## src/rtl/sensor_cond_pkg.sv

```systemverilog
// Shared widths and helpers for the sensor conditioning block.
// Imported by sensor_cond and cad_sync_edge.
package sensor_cond_pkg;

    localparam int TORQ_W = 12;
    localparam int CADV_W = 5;
    localparam logic [CADV_W-1:0] CADV_MAX = 5'd31;

    // Saturating increment so a fast crank pins the edge count at 31 instead of wrapping.
    function automatic logic [CADV_W-1:0] sat_inc5(input logic [CADV_W-1:0] val, input logic inc);
        logic [CADV_W-1:0] res;
        res = val;
        if (inc && (val != CADV_MAX)) begin
            res = val + 5'd1;
        end
        return res;
    endfunction

endpackage

```

## src/rtl/cad_sync_edge.sv

```systemverilog
// Synchronizes the asynchronous crank cadence pin and produces a one-cycle rise strobe.
// Define SENSOR_COND_CAD_FILT_EN to insert a 3-clock glitch filter after the synchronizer.
module cad_sync_edge
    import sensor_cond_pkg::*;
(
    input  logic clk,
    input  logic rst,
    input  logic cadence_i,
    output logic rise_o
);

    logic sync1_q;
    logic sync2_q;
    logic lvl;
    logic lvl_dly_q;

    always_ff @(posedge clk or posedge rst) begin
        if (rst) begin
            sync1_q   <= 1'b0;
            sync2_q   <= 1'b0;
            lvl_dly_q <= 1'b0;
        end else begin
            sync1_q   <= cadence_i;
            sync2_q   <= sync1_q;
            lvl_dly_q <= lvl;
        end
    end

`ifdef SENSOR_COND_CAD_FILT_EN
    logic       filt_q;
    logic       filt_d;
    logic [1:0] filt_cnt_q;
    logic [1:0] filt_cnt_d;

    // The filtered level flips only once sync2 has disagreed with it for 3 straight clocks.
    always_comb begin
        filt_d     = filt_q;
        filt_cnt_d = 2'd0;
        if (sync2_q != filt_q) begin
            if (filt_cnt_q == 2'd2) begin
                filt_d = sync2_q;
            end else begin
                filt_cnt_d = filt_cnt_q + 2'd1;
            end
        end
    end

    always_ff @(posedge clk or posedge rst) begin
        if (rst) begin
            filt_q     <= 1'b0;
            filt_cnt_q <= 2'd0;
        end else begin
            filt_q     <= filt_d;
            filt_cnt_q <= filt_cnt_d;
        end
    end

    assign lvl = filt_q;
`else
    assign lvl = sync2_q;
`endif

    assign rise_o = lvl & ~lvl_dly_q;

endmodule

```

## src/rtl/sensor_cond.sv

```systemverilog
// Conditions rider inputs: exponential torque average and windowed cadence edge count.
// SENSOR_COND_CAD_FILT_EN (optional) enables the cadence glitch filter in cad_sync_edge.
module sensor_cond
    import sensor_cond_pkg::*;
#(
    parameter int CAD_WIN_W = 22,
    parameter int AVG_SHFT  = 5,
    parameter int NP_THRESH = 2
) (
    input  logic        clk,
    input  logic        rst,
    input  logic        cadence,
    input  logic [11:0] torque,
    input  logic        torque_vld,
    output logic [11:0] avg_torque,
    output logic [4:0]  cadence_vec,
    output logic        not_pedaling,
    output logic        cad_upd
);

    localparam int ACC_W = TORQ_W + AVG_SHFT;

    logic                 rise;
    logic                 terminal;
    logic [CADV_W-1:0]    cnt_inc;

    logic [CAD_WIN_W-1:0] win_q;
    logic [CAD_WIN_W-1:0] win_d;
    logic [CADV_W-1:0]    edge_cnt_q;
    logic [CADV_W-1:0]    edge_cnt_d;
    logic [CADV_W-1:0]    cadv_q;
    logic [CADV_W-1:0]    cadv_d;
    logic                 np_q;
    logic                 np_d;
    logic                 upd_q;
    logic                 upd_d;

    logic [ACC_W-1:0]     acc_q;
    logic [ACC_W-1:0]     acc_d;
    logic [TORQ_W-1:0]    avg_q;
    logic [TORQ_W-1:0]    avg_d;

    cad_sync_edge u_sync (
        .clk       (clk),
        .rst       (rst),
        .cadence_i (cadence),
        .rise_o    (rise)
    );

    assign terminal = &win_q;
    assign cnt_inc  = sat_inc5(edge_cnt_q, rise);

    // A rise in the terminal cycle folds into the window that is closing, so the snapshot uses cnt_inc.
    always_comb begin
        win_d      = win_q + CAD_WIN_W'(1);
        edge_cnt_d = cnt_inc;
        cadv_d     = cadv_q;
        np_d       = np_q;
        upd_d      = 1'b0;
        if (terminal) begin
            edge_cnt_d = '0;
            cadv_d     = cnt_inc;
            np_d       = (int'(cnt_inc) < NP_THRESH);
            upd_d      = 1'b1;
        end
    end

    always_ff @(posedge clk or posedge rst) begin
        if (rst) begin
            win_q      <= '0;
            edge_cnt_q <= '0;
            cadv_q     <= '0;
            np_q       <= 1'b1;
            upd_q      <= 1'b0;
        end else begin
            win_q      <= win_d;
            edge_cnt_q <= edge_cnt_d;
            cadv_q     <= cadv_d;
            np_q       <= np_d;
            upd_q      <= upd_d;
        end
    end

    // The average is taken from the next accumulator value so it trails torque_vld by one clock.
    always_comb begin
        acc_d = acc_q;
        if (torque_vld) begin
            acc_d = acc_q - (acc_q >> AVG_SHFT) + ACC_W'(torque);
        end
        avg_d = acc_d[ACC_W-1:AVG_SHFT];
    end

    always_ff @(posedge clk or posedge rst) begin
        if (rst) begin
            acc_q <= '0;
            avg_q <= '0;
        end else begin
            acc_q <= acc_d;
            avg_q <= avg_d;
        end
    end

    assign avg_torque   = avg_q;
    assign cadence_vec  = cadv_q;
    assign not_pedaling = np_q;
    assign cad_upd      = upd_q;

endmodule

```

## config.mk

```make
export PLATFORM = sky130hd
export DESIGN_NAME = sensor_cond
export DESIGN_NICKNAME = d
export VERILOG_FILES = /design/src/rtl/sensor_cond_pkg.sv /design/src/rtl/cad_sync_edge.sv /design/src/rtl/sensor_cond.sv
export SDC_FILE = /design/constraint.sdc
export NUM_CORES = 1
export LEC_CHECK = 0
export BUFFER_PORTS_ARGS = -buffer_cell sky130_fd_sc_hd__buf_4
export CORE_ASPECT_RATIO = 1.75
export CORE_MARGIN = 2
export CORE_UTILIZATION = 62
export CTS_BUF_LIST = sky130_fd_sc_hd__clkbuf_4
export CTS_CLUSTER_DIAMETER = 120
export CTS_CLUSTER_SIZE = 28
export DETAILED_ROUTE_END_ITERATION = 6
export GPL_ROUTABILITY_DRIVEN = 1
export PLACE_DENSITY_LB_ADDON = 0.2
export SKIP_CTS_REPAIR_TIMING = 1
export SLEW_MARGIN = 20
export SYNTH_ARGS = -nofsm -noshare
export SYNTH_HDL_FRONTEND = slang
export SYNTH_SLANG_ARGS = --single-unit
```

## constraint.sdc

```tcl
create_clock -name clk -period 5.45 [get_ports clk]
set_input_delay 0.8175 -clock clk [delete_from_list [all_inputs] [get_ports clk]]
set_output_delay 0.8175 -clock clk [all_outputs]
set_load 0.01 [all_outputs]
```

==> reports/metrics.cfg, run 1 <==
[status]
outcome = finished, final reports clean

[finish]
fin_nets = 431
fin_area_sq_um = 3760
fillers = 479
drive_above_1_share = 0.144
syn_to_final_growth_pct = 8.53
diodes = 0

[synth]
netlist_area_sq_um = 3460
synth_fp_nets = 408
yosys_register_bits = 54
avgSynthCellArea_sq_um = 9.61
synthCells = 360
synth-seq-area-share = 0.391
yosysTopAreaCellShare = 0.383
synth_area_leaders = dfrtp_1 (38%), ha_1 (7.2%), fa_1 (6.9%), inv_1 (6.6%), xnor2_1 (6.1%)
async_reset_ff_frac = 1.00
synth_flop_cell = dfrtp_1
synth.most_common_cell = inv_1
synth_common_cells = inv_1 (61), dfrtp_1 (53), nand2_1 (26), xnor2_1 (24), nor2_1 (22)
ys.warnings.count = 0
synth_cell_types = 48
synth-edff-count = 0
synth_largest_area_cell = dfrtp_1

[sta]
fin_crit_ps = 2890
rsz0062_at_grt = false
setup_tns_ps = 0
worst_pin_slew_ps = 652
finalCritPeriodShare = 0.531
hold_slack_ps = 368
slew_headroom = 0.565
hold_viol = 0
finalSetupViolCount = 0
skew_ps = 12.3
drv_slew = 0
fmax_ghz = 0.345

[critical_path]
criticalPathCategory = input pin to flip-flop
rrSetupSlack_ps = 2610
r2r_end = avg_torque[11]
critPathRequiredTime_ps = 5740
crit_chain = buf_4 > inv_1 > fa_1 > inv_1 > ha_1 > a21oi_1 > o21ai_1 > a221oi_1 > and3_1 > o21ai_1 > xnor2_1
worstSetupStartpoint = torque[11]
critPathArrivalTime_ps = 3180
startpoint_type = input pin
reg2regPathDepth = 10
path_max_fanout = 8
cpPeakStageDelay_ps = 530
crit_path_top_delay_cell = fa_1
r2r-start = avg_torque[6]
worst_setup_path_end_kind = flip-flop

[worst_hold_path]
worstHoldStart = u_sync.sync1_q
hold_path_depth = 0
hold_end = u_sync.lvl
hp-class = flip-flop to flip-flop

[die]
die_height_um = 103
initial_core_util = 0.630
core-area_sq_um = 5500
die-area_sq_um = 6220
top_level_ports = 35
dieWidth_um = 60.5
rows = 36

[clock_tree]
cts_tree = done
cts_buffers = 5
ctsRootBufferMaster = clkbuf_4
clkSinkCount = 54
cts_max_level = 2
clk_pin_slew_ps = 150
cts_buffer_depth = 2
insertion_delay_ps = 380

[place]
portBuffers = 34
gp_congestion = 0.963
dpl-instance-area_sq_um = 3680
dpl.hpwl_um = 5170

[route]
first_pass_iters = 4
final_antenna_net_count = 0
vias = 2487
wl_per_cell_um = 14.3
drt-total-wl_um = 6580
drt_iter0_drc = 127
vias_per_cell = 5.42
drc_errors = 0

[global_routing]
grt_overflow = 0
grt_use_total = 0.243
grt_pass1_wl_um = 11200
grt_pass1_vias = 2586
grt_max_degree = 55
antenna_found_initial = 0

[run]
maxCapViolations = 0

[sequential cells by signal, indices dropped and copies added, names as in the netlist]
| register | flops |
|---|---|
| edge_cnt_q | 5 |
| u_sync.sync1_q | 1 |
| acc_q | 5 |
| not_pedaling | 1 |
| cad_upd | 1 |
| u_sync.lvl_dly_q | 1 |
| win_q | 22 |
| avg_torque | 12 |
| u_sync.lvl | 1 |
| cadence_vec | 5 |
[cell families (layout without fill, tap and decap cells)]
group,count (synthesis),after routing,share of synthesized area
AO/OA/AOI/OAI,64,64,0.126
buffers and inverters,79,102,0.103
AND/OR/NAND/NOR,89,89,0.129
flip-flops,54,54,0.391
adder cells (fa/ha/maj),32,32,0.142
XOR/XNOR,34,34,0.0860
multiplexers,8,8,0.0231
[layout by cell type, fill, tap and decap left out, types with 8 or more instances in the layout]
master	n
ha_1	20
xnor2_1	24
nand3_1	11
buf_4	34
and3_1	8
o21ai_0	9
dfrtp_1	53
fa_1	12
mux2i_1	8
nand2_1	26
xor2_1	10
inv_1	60
nor2_1	22
a21oi_1	20
[per-stage QoR]
stage	util	setup WS [ps]	instances
2_1_floorplan	-	2450	360
3_3_place_gp	0.670	2240	452
3_5_place_dp	0.671	2210	452
4_1_cts	0.684	2630	459
5_1_grt	0.684	2430	459
6_report	0.684	2560	459
[layout make-up]
| type | instances | area, sq um | share of cell area |
|---|---|---|---|
| multi-input cells | 227 | 1750 | 0.466 |
| flip-flops and latches | 54 | 1350 | 0.360 |
| repair buffers | 34 | 255 | 0.0680 |
| inverters | 61 | 231 | 0.0616 |
| well taps | 76 | 95.1 | 0.0253 |
| clock buffers | 5 | 37.5 | 0.00999 |
| clock inverters | 2 | 33.8 | 0.00899 |
[worst max-delay path by stage]
stage | to | slack [ps] | cells after the start
6_report | avg_torque[11] | 2560 | 11
5_1_grt | avg_torque[5] | 2430 | 11
4_1_cts | avg_torque[11] | 2630 | 11
3_5_place_dp | avg_torque[11] | 2210 | 11
3_3_place_gp | avg_torque[11] | 2240 | 11
2_1_floorplan | avg_torque[5] | 2450 | 10
[worst max-delay path: cells and delay by family]
| family | cells | cell delay (ps) |
|---|---|---|
| buf+inv | 3 | 170 |
| fa+ha+maj | 2 | 920 |
| simple gates | 1 | 230 |
| xor+xnor | 1 | 140 |
| compound gates | 4 | 900 |
[layer usage]
layer / share of wire / track usage / up-vias
li1: - / - / 1215
met5: 0 / 0 / -
met4: 0.055 / 0.154 / 0
met1: 0.37 / 0.253 / 1185
met3: 0.031 / 0.0326 / 25
met2: 0.54 / 0.439 / 62
Power of run 1 is not shown: default switching activity piles up to over one toggle a cycle in this logic, so the estimate is an artifact.
==> run 2, diff against run 1 <==
Settings changed: CORE_UTILIZATION 62 to 55.
Clock period 5.45 ns to 2.6 ns, I/O delays scaled along.
==> reports/metrics.cfg, run 2 (synthesis results as in run 1) <==
[clock_tree]
cts_max_level = 2  ; unchanged
insertion_delay_ps = 390  ; was 380 ps
ctsRootBufferMaster = clkbuf_4  ; unchanged
cts_buffers = 5  ; unchanged
clk_pin_slew_ps = 160  ; was 150 ps
cts_buffer_depth = 2  ; unchanged
cts_tree = done  ; unchanged
clkSinkCount = 54  ; unchanged

[run]
maxCapViolations = 0  ; unchanged

[sta]
hold_viol = 0  ; unchanged
drv_slew = 0  ; unchanged
fin_crit_ps = 2530
setup_tns_ps = 0  ; unchanged
skew_ps = 7.53  ; was 12.3 ps
rsz0062_at_grt = true  ; was false
finalCritPeriodShare = 0.972
finalSetupViolCount = 0  ; unchanged
slew_headroom = 0.531  ; was 0.565
fmax_ghz = 0.396
worst_pin_slew_ps = 702  ; was 652 ps

[critical_path]
r2r-start = avg_torque[1]  ; was avg_torque[6]
startpoint_type = flip-flop  ; was input pin
worst_setup_path_end_kind = flip-flop  ; unchanged
path_max_fanout = 3  ; was 8
criticalPathCategory = flip-flop to flip-flop  ; was input pin to flip-flop
r2r_end = avg_torque[10]  ; was avg_torque[11]
rrSetupSlack_ps = 70  ; was 2610 ps
critPathRequiredTime_ps = 2920  ; was 5740 ps
reg2regPathDepth = 9  ; was 10
critPathArrivalTime_ps = 2850  ; was 3180 ps

[place]
dpl.hpwl_um = 5670  ; was 5170 um
gp_congestion = 0.908  ; was 0.963
portBuffers = 34  ; unchanged

[global_routing]
grt_pass1_wl_um = 12000  ; was 11200 um
antenna_found_initial = 0  ; unchanged
grt_overflow = 0  ; unchanged
grt_max_degree = 34  ; was 55
grt_use_total = 0.224  ; was 0.243
grt_pass1_vias = 2659  ; was 2586

[die]
dieWidth_um = 64.0  ; was 60.5 um
top_level_ports = 35  ; unchanged
rows = 38  ; was 36
die_height_um = 109  ; was 103 um
core-area_sq_um = 6130  ; was 5500 sq um
initial_core_util = 0.564  ; was 0.630
die-area_sq_um = 6970  ; was 6220 sq um

[route]
drc_errors = 0  ; unchanged
final_antenna_net_count = 0  ; unchanged
first_pass_iters = 5  ; was 4
vias_per_cell = 5.36  ; was 5.42
drt-total-wl_um = 7210  ; was 6580 um
drt_iter0_drc = 149  ; was 127
wl_per_cell_um = 14.6  ; was 14.3 um
vias = 2642  ; was 2487

[finish]
largest_reg_flops = 22  ; unchanged
syn_to_final_growth_pct = 19.5  ; was 8.53%
diodes = 0  ; unchanged
drive_above_1_share = 0.288  ; was 0.144
mostFrequentLayoutCells = buf_4 (63), inv_1 (57), dfrtp_1 (51), nand2_1 (25), xnor2_1 (24)  ; was inv_1 (60), dfrtp_1 (53), buf_4 (34), nand2_1 (26), xnor2_1 (24)
final_common_cell = buf_4  ; was inv_1
fin_nets = 460  ; was 431
fillers = 491  ; was 479
multi_input_area_sq_um = 1900  ; was 1750 sq um
largest-register = win_q  ; unchanged
seqCellArea_sq_um = 1360  ; was 1350 sq um

[worst_hold_path]
hp-class = input pin to asynchronous set/reset pin  ; was flip-flop to flip-flop

[status]
outcome = finished, final reports clean  ; unchanged

-- run 2: cell count changes in the layout (fill, tap and decap cells not counted), sizes merged --
cell  change
buf      +29
inv       +1
-- run 2: how the worst max path moves through the flow --
stage | startpoint | endpoint | slack (ps) | depth (start not counted)
floorplan | torque[1] | avg_torque[5] | 30 | 10
global placement | torque[1] | avg_torque[5] | -130 | 11
detailed placement | torque[1] | avg_torque[5] | -180 | 11
CTS | avg_torque[1] | avg_torque[5] | -90 | 9
global route | avg_torque[1] | avg_torque[5] | -70 | 9
finish | avg_torque[1] | avg_torque[10] | 70 | 9
-- run 2: stage by stage --
stage	area (sq um)	util	hold WS, ps	std cells	setup slack [ps]
2_1_floorplan	3460	-	331	360	30.7
3_3_place_gp	3880	0.633	333	482	-132
3_5_place_dp	3880	0.633	335	482	-181
4_1_cts	3960	0.646	79.9	490	-89.8
5_1_grt	4140	0.674	70.4	493	-65.2
6_report	4140	0.674	94.8	493	73.0
-- run 2: critical path, stage by stage (launching register included) --
cell and delay, ps:
dfrtp_1 450, fa_1 510, inv_2 50, ha_1 290, a21oi_2 170, nor2_2 70, o311ai_4 290, a211oi_2 150
o31a_1 270, o31ai_2 200
-- run 2: cell type report --
| type | instances | area share |
|---|---|---|
| inverter | 61 | 0.0554 |
| sequential | 54 | 0.328 |
| clock buffer | 5 | 0.00907 |
| tap | 80 | 0.0242 |
| timing repair buffer | 63 | 0.114 |
| clock inverter | 3 | 0.0106 |
| multi-input combinational | 227 | 0.459 |
-- run 2: routing by layer --
| metal | up-vias | GRT usage | wire length [um] |
|---|---|---|---|
| li1 | 1272 | - | - |
| met3 | 27 | 0.0330 | 210 |
| met2 | 57 | 0.424 | 3970 |
| met5 | - | 0 | 0 |
| met4 | 0 | 0.121 | 353 |
| met1 | 1286 | 0.231 | 2680 |
Power of run 2 is left out for the same reason.
==> run 3, diff against run 2 <==
Settings changed: ABC_AREA set to 1, CORE_UTILIZATION 55 to 56, CTS_CLUSTER_SIZE 28 to not set.
==> reports/metrics.cfg, run 3 <==
[clock_tree]
cts_max_level = 2  ; unchanged
cts_buffer_depth = 2  ; unchanged
cts_tree = done  ; unchanged
clk_pin_slew_ps = 180  ; was 160 ps
cts_buffers = 5  ; unchanged
ctsRootBufferMaster = clkbuf_4  ; unchanged
clkSinkCount = 54  ; unchanged
insertion_delay_ps = 400  ; was 390 ps

[critical_path]
cp-endpoint = avg_torque[8]  ; was avg_torque[10]
startpoint_type = flip-flop  ; unchanged
cpPeakStageDelay_ps = 510  ; about the same
crit_chain = inv_1 > fa_1 > inv_1 > ha_1 > nand2_1 > inv_1 > nand2_1 > nor3_1 > nand2_1 > nand2_1 > nand2_1 > nand3_1 > nand2_1  ; was fa_1 > inv_2 > ha_1 > a21oi_2 > nor2_2 > o311ai_4 > a211oi_2 > o31a_1 > o31ai_2
r2r-start = avg_torque[2]  ; was avg_torque[1]
rrSetupSlack_ps = 120  ; was 70 ps
path_max_fanout = 4  ; was 3
critPathRequiredTime_ps = 2920  ; about the same
reg2regPathDepth = 13  ; was 9
critPathMostFrequentCell = nand2_1
criticalPathCategory = flip-flop to flip-flop  ; unchanged
crit_path_top_delay_cell = fa_1  ; unchanged
r2r_end = avg_torque[8]  ; was avg_torque[10]
worst_setup_path_end_kind = flip-flop  ; unchanged
critPathArrivalTime_ps = 2800  ; was 2850 ps
worstSetupStartpoint = avg_torque[2]  ; was avg_torque[1]

[route]
wl_per_cell_um = 12.7  ; was 14.6 um
drt-total-wl_um = 7850  ; was 7210 um
drc_errors = 0  ; unchanged
final_antenna_net_count = 0  ; unchanged
drt_iter0_drc = 94  ; was 149
vias_per_cell = 4.93  ; was 5.36
first_pass_iters = 4  ; was 5
vias = 3047  ; was 2642

[die]
dieWidth_um = 66.6  ; was 64.0 um
die_height_um = 114  ; was 109 um
initial_core_util = 0.568  ; was 0.564
core-area_sq_um = 6760  ; was 6130 sq um
rows = 40  ; was 38
die-area_sq_um = 7560  ; was 6970 sq um
top_level_ports = 35  ; unchanged

[sta]
skew_ps = 27.8  ; was 7.53 ps
fmax_ghz = 0.403  ; was 0.396 GHz
finalSetupViolCount = 0  ; unchanged
hold_viol = 0  ; unchanged
layout_setup_ws_ps = 121  ; was 73.0 ps
worst_pin_slew_ps = 539  ; was 702 ps
fin_crit_ps = 2480  ; was 2530 ps
slew_headroom = 0.640  ; was 0.531
rsz0062_at_grt = false  ; was true
drv_slew = 0  ; unchanged
setup_tns_ps = 0  ; unchanged
finalCritPeriodShare = 0.953  ; was 0.972

[power]
leakagePower_nw = 2.41
ir_drop_mv = 0.545
finalPower_mw = 5.73
p_per_area_nw_per_um2 = 1370

[global_routing]
grt_overflow = 0  ; unchanged
grt_max_degree = 33  ; was 34
use_met2 = 0.447  ; was 0.424
antenna_found_initial = 0  ; unchanged
met1_usage = 0.223  ; was 0.231
met3_usage = 0.0365  ; was 0.0330
grt_use_total = 0.234  ; was 0.224
grt_pass1_vias = 3129  ; was 2659
grt_pass1_wl_um = 13400  ; was 12000 um
grt-busiest-layer = met2  ; unchanged

[finish]
largest_reg_flops = 22  ; unchanged
diodes = 0  ; unchanged
drive_above_1_share = 0.131  ; was 0.288
mostFrequentLayoutCells = nand2_1 (144), inv_1 (118), dfrtp_1 (52), buf_4 (35), nand3_1 (27)  ; was buf_4 (63), inv_1 (57), dfrtp_1 (51), nand2_1 (25), xnor2_1 (24)
syn_to_final_growth_pct = 9.22  ; was 19.5%
final_common_cell = nand2_1  ; was buf_4
final_cells = 618  ; was 493
fillers = 675  ; was 491
largest-register = win_q  ; unchanged
fin_nets = 581  ; was 460
utilization = 0.621  ; was 0.674

[place]
preCtsSetupSlack_ps = 105  ; was -181 ps
dp_cells = 610  ; was 482
gp_congestion = 0.915  ; was 0.908
dpl.hpwl_um = 6360  ; was 5670 um
portBuffers = 34  ; unchanged

[synth]
synth_common_cells = nand2_1 (144), inv_1 (119), dfrtp_1 (53), nand3_1 (27), nor2_1 (24)  ; was inv_1 (61), dfrtp_1 (53), nand2_1 (26), xnor2_1 (24), nor2_1 (22)
yosys_register_bits = 54  ; unchanged
synth_fp_nets = 555  ; was 408
netlist_area_sq_um = 3840  ; was 3460 sq um
synth-seq-area-share = 0.352  ; was 0.391
yosysTopAreaCellShare = 0.345  ; was 0.383
synth-edff-count = 0  ; unchanged
synth_cell_types = 33  ; was 48
synth_largest_area_cell = dfrtp_1  ; unchanged
async_reset_ff_frac = 1.00  ; unchanged
synth.most_common_cell = nand2_1  ; was inv_1
avgSynthCellArea_sq_um = 7.57  ; was 9.61 sq um
synth_area_leaders = dfrtp_1 (35%), nand2_1 (14%), inv_1 (12%), ha_1 (6.5%), fa_1 (6.3%)  ; was dfrtp_1 (38%), ha_1 (7.2%), fa_1 (6.9%), inv_1 (6.6%), xnor2_1 (6.1%)
synthCells = 507  ; was 360
synth_flop_cell = dfrtp_1  ; unchanged
ys.warnings.count = 0  ; unchanged

[worst_hold_path]
hp-class = input pin to asynchronous set/reset pin  ; unchanged

[status]
outcome = finished, final reports clean  ; unchanged

[run]
maxCapViolations = 0  ; unchanged

run 3: worst min-delay path by stage:
stage | start | to
after floorplan | u_sync.sync1_q | u_sync.lvl
after global placement | u_sync.sync1_q | u_sync.lvl
after detailed placement | u_sync.sync1_q | u_sync.lvl
after CTS | rst | win_q[0]
after global routing | rst | win_q[1]
final | rst | win_q[2]
run 3: logic make-up (layout without fill, tap and decap cells):
kind of cell	after synthesis	count (layout)	share of synthesized area
buffers and inverters	137	164	0.149
DFF	54	54	0.352
AOI/OAI and AO/OA	25	25	0.0384
xor gates and xnor gates	25	25	0.0570
and+or+nand+nor	234	234	0.276
adders and majority gates	32	32	0.128
run 3: cell type report:
type	count	area, sq um	share of cell area
Inverter	120	450	0.107
Multi-Input combinational cell	316	1920	0.457
Clock inverter	3	47.5	0.0113
Clock buffer	5	37.5	0.00895
Tap cell	84	105	0.0251
Timing Repair Buffer	36	283	0.0674
Sequential cell	54	1350	0.323
run 3: through the flow:
stage               hold WS [ps]  cell area, sq um
finish                      4.49              4190
global route                27.8              4190
CTS                         3.87              4190
detailed placement           339              4110
global placement             338              4110
floorplan                    331              3840
run 3: critical path, delay by kind of cell (launching register included):
| family | cells | cell delay, ps |
|---|---|---|
| adder cells (fa/ha/maj) | 2 | 860 |
| AND/OR/NAND/NOR | 8 | 840 |
| flip-flops | 1 | 470 |
| buffers and inverters | 3 | 220 |
run 3: power by group:
| part | switching (mW) | internal [mW] |
|---|---|---|
| clock | 0.297 | 0.210 |
| sequential | 0.187 | 1.03 |
| combinational | 2.46 | 1.55 |
run 3: metal layers:
metal	up-vias	routed length [um]
li1	1552	-
met3	25	231
met2	47	4390
met4	0	435
met1	1423	2800
met5	-	0
No activity file was read; power rests on OpenSTA's default activity.
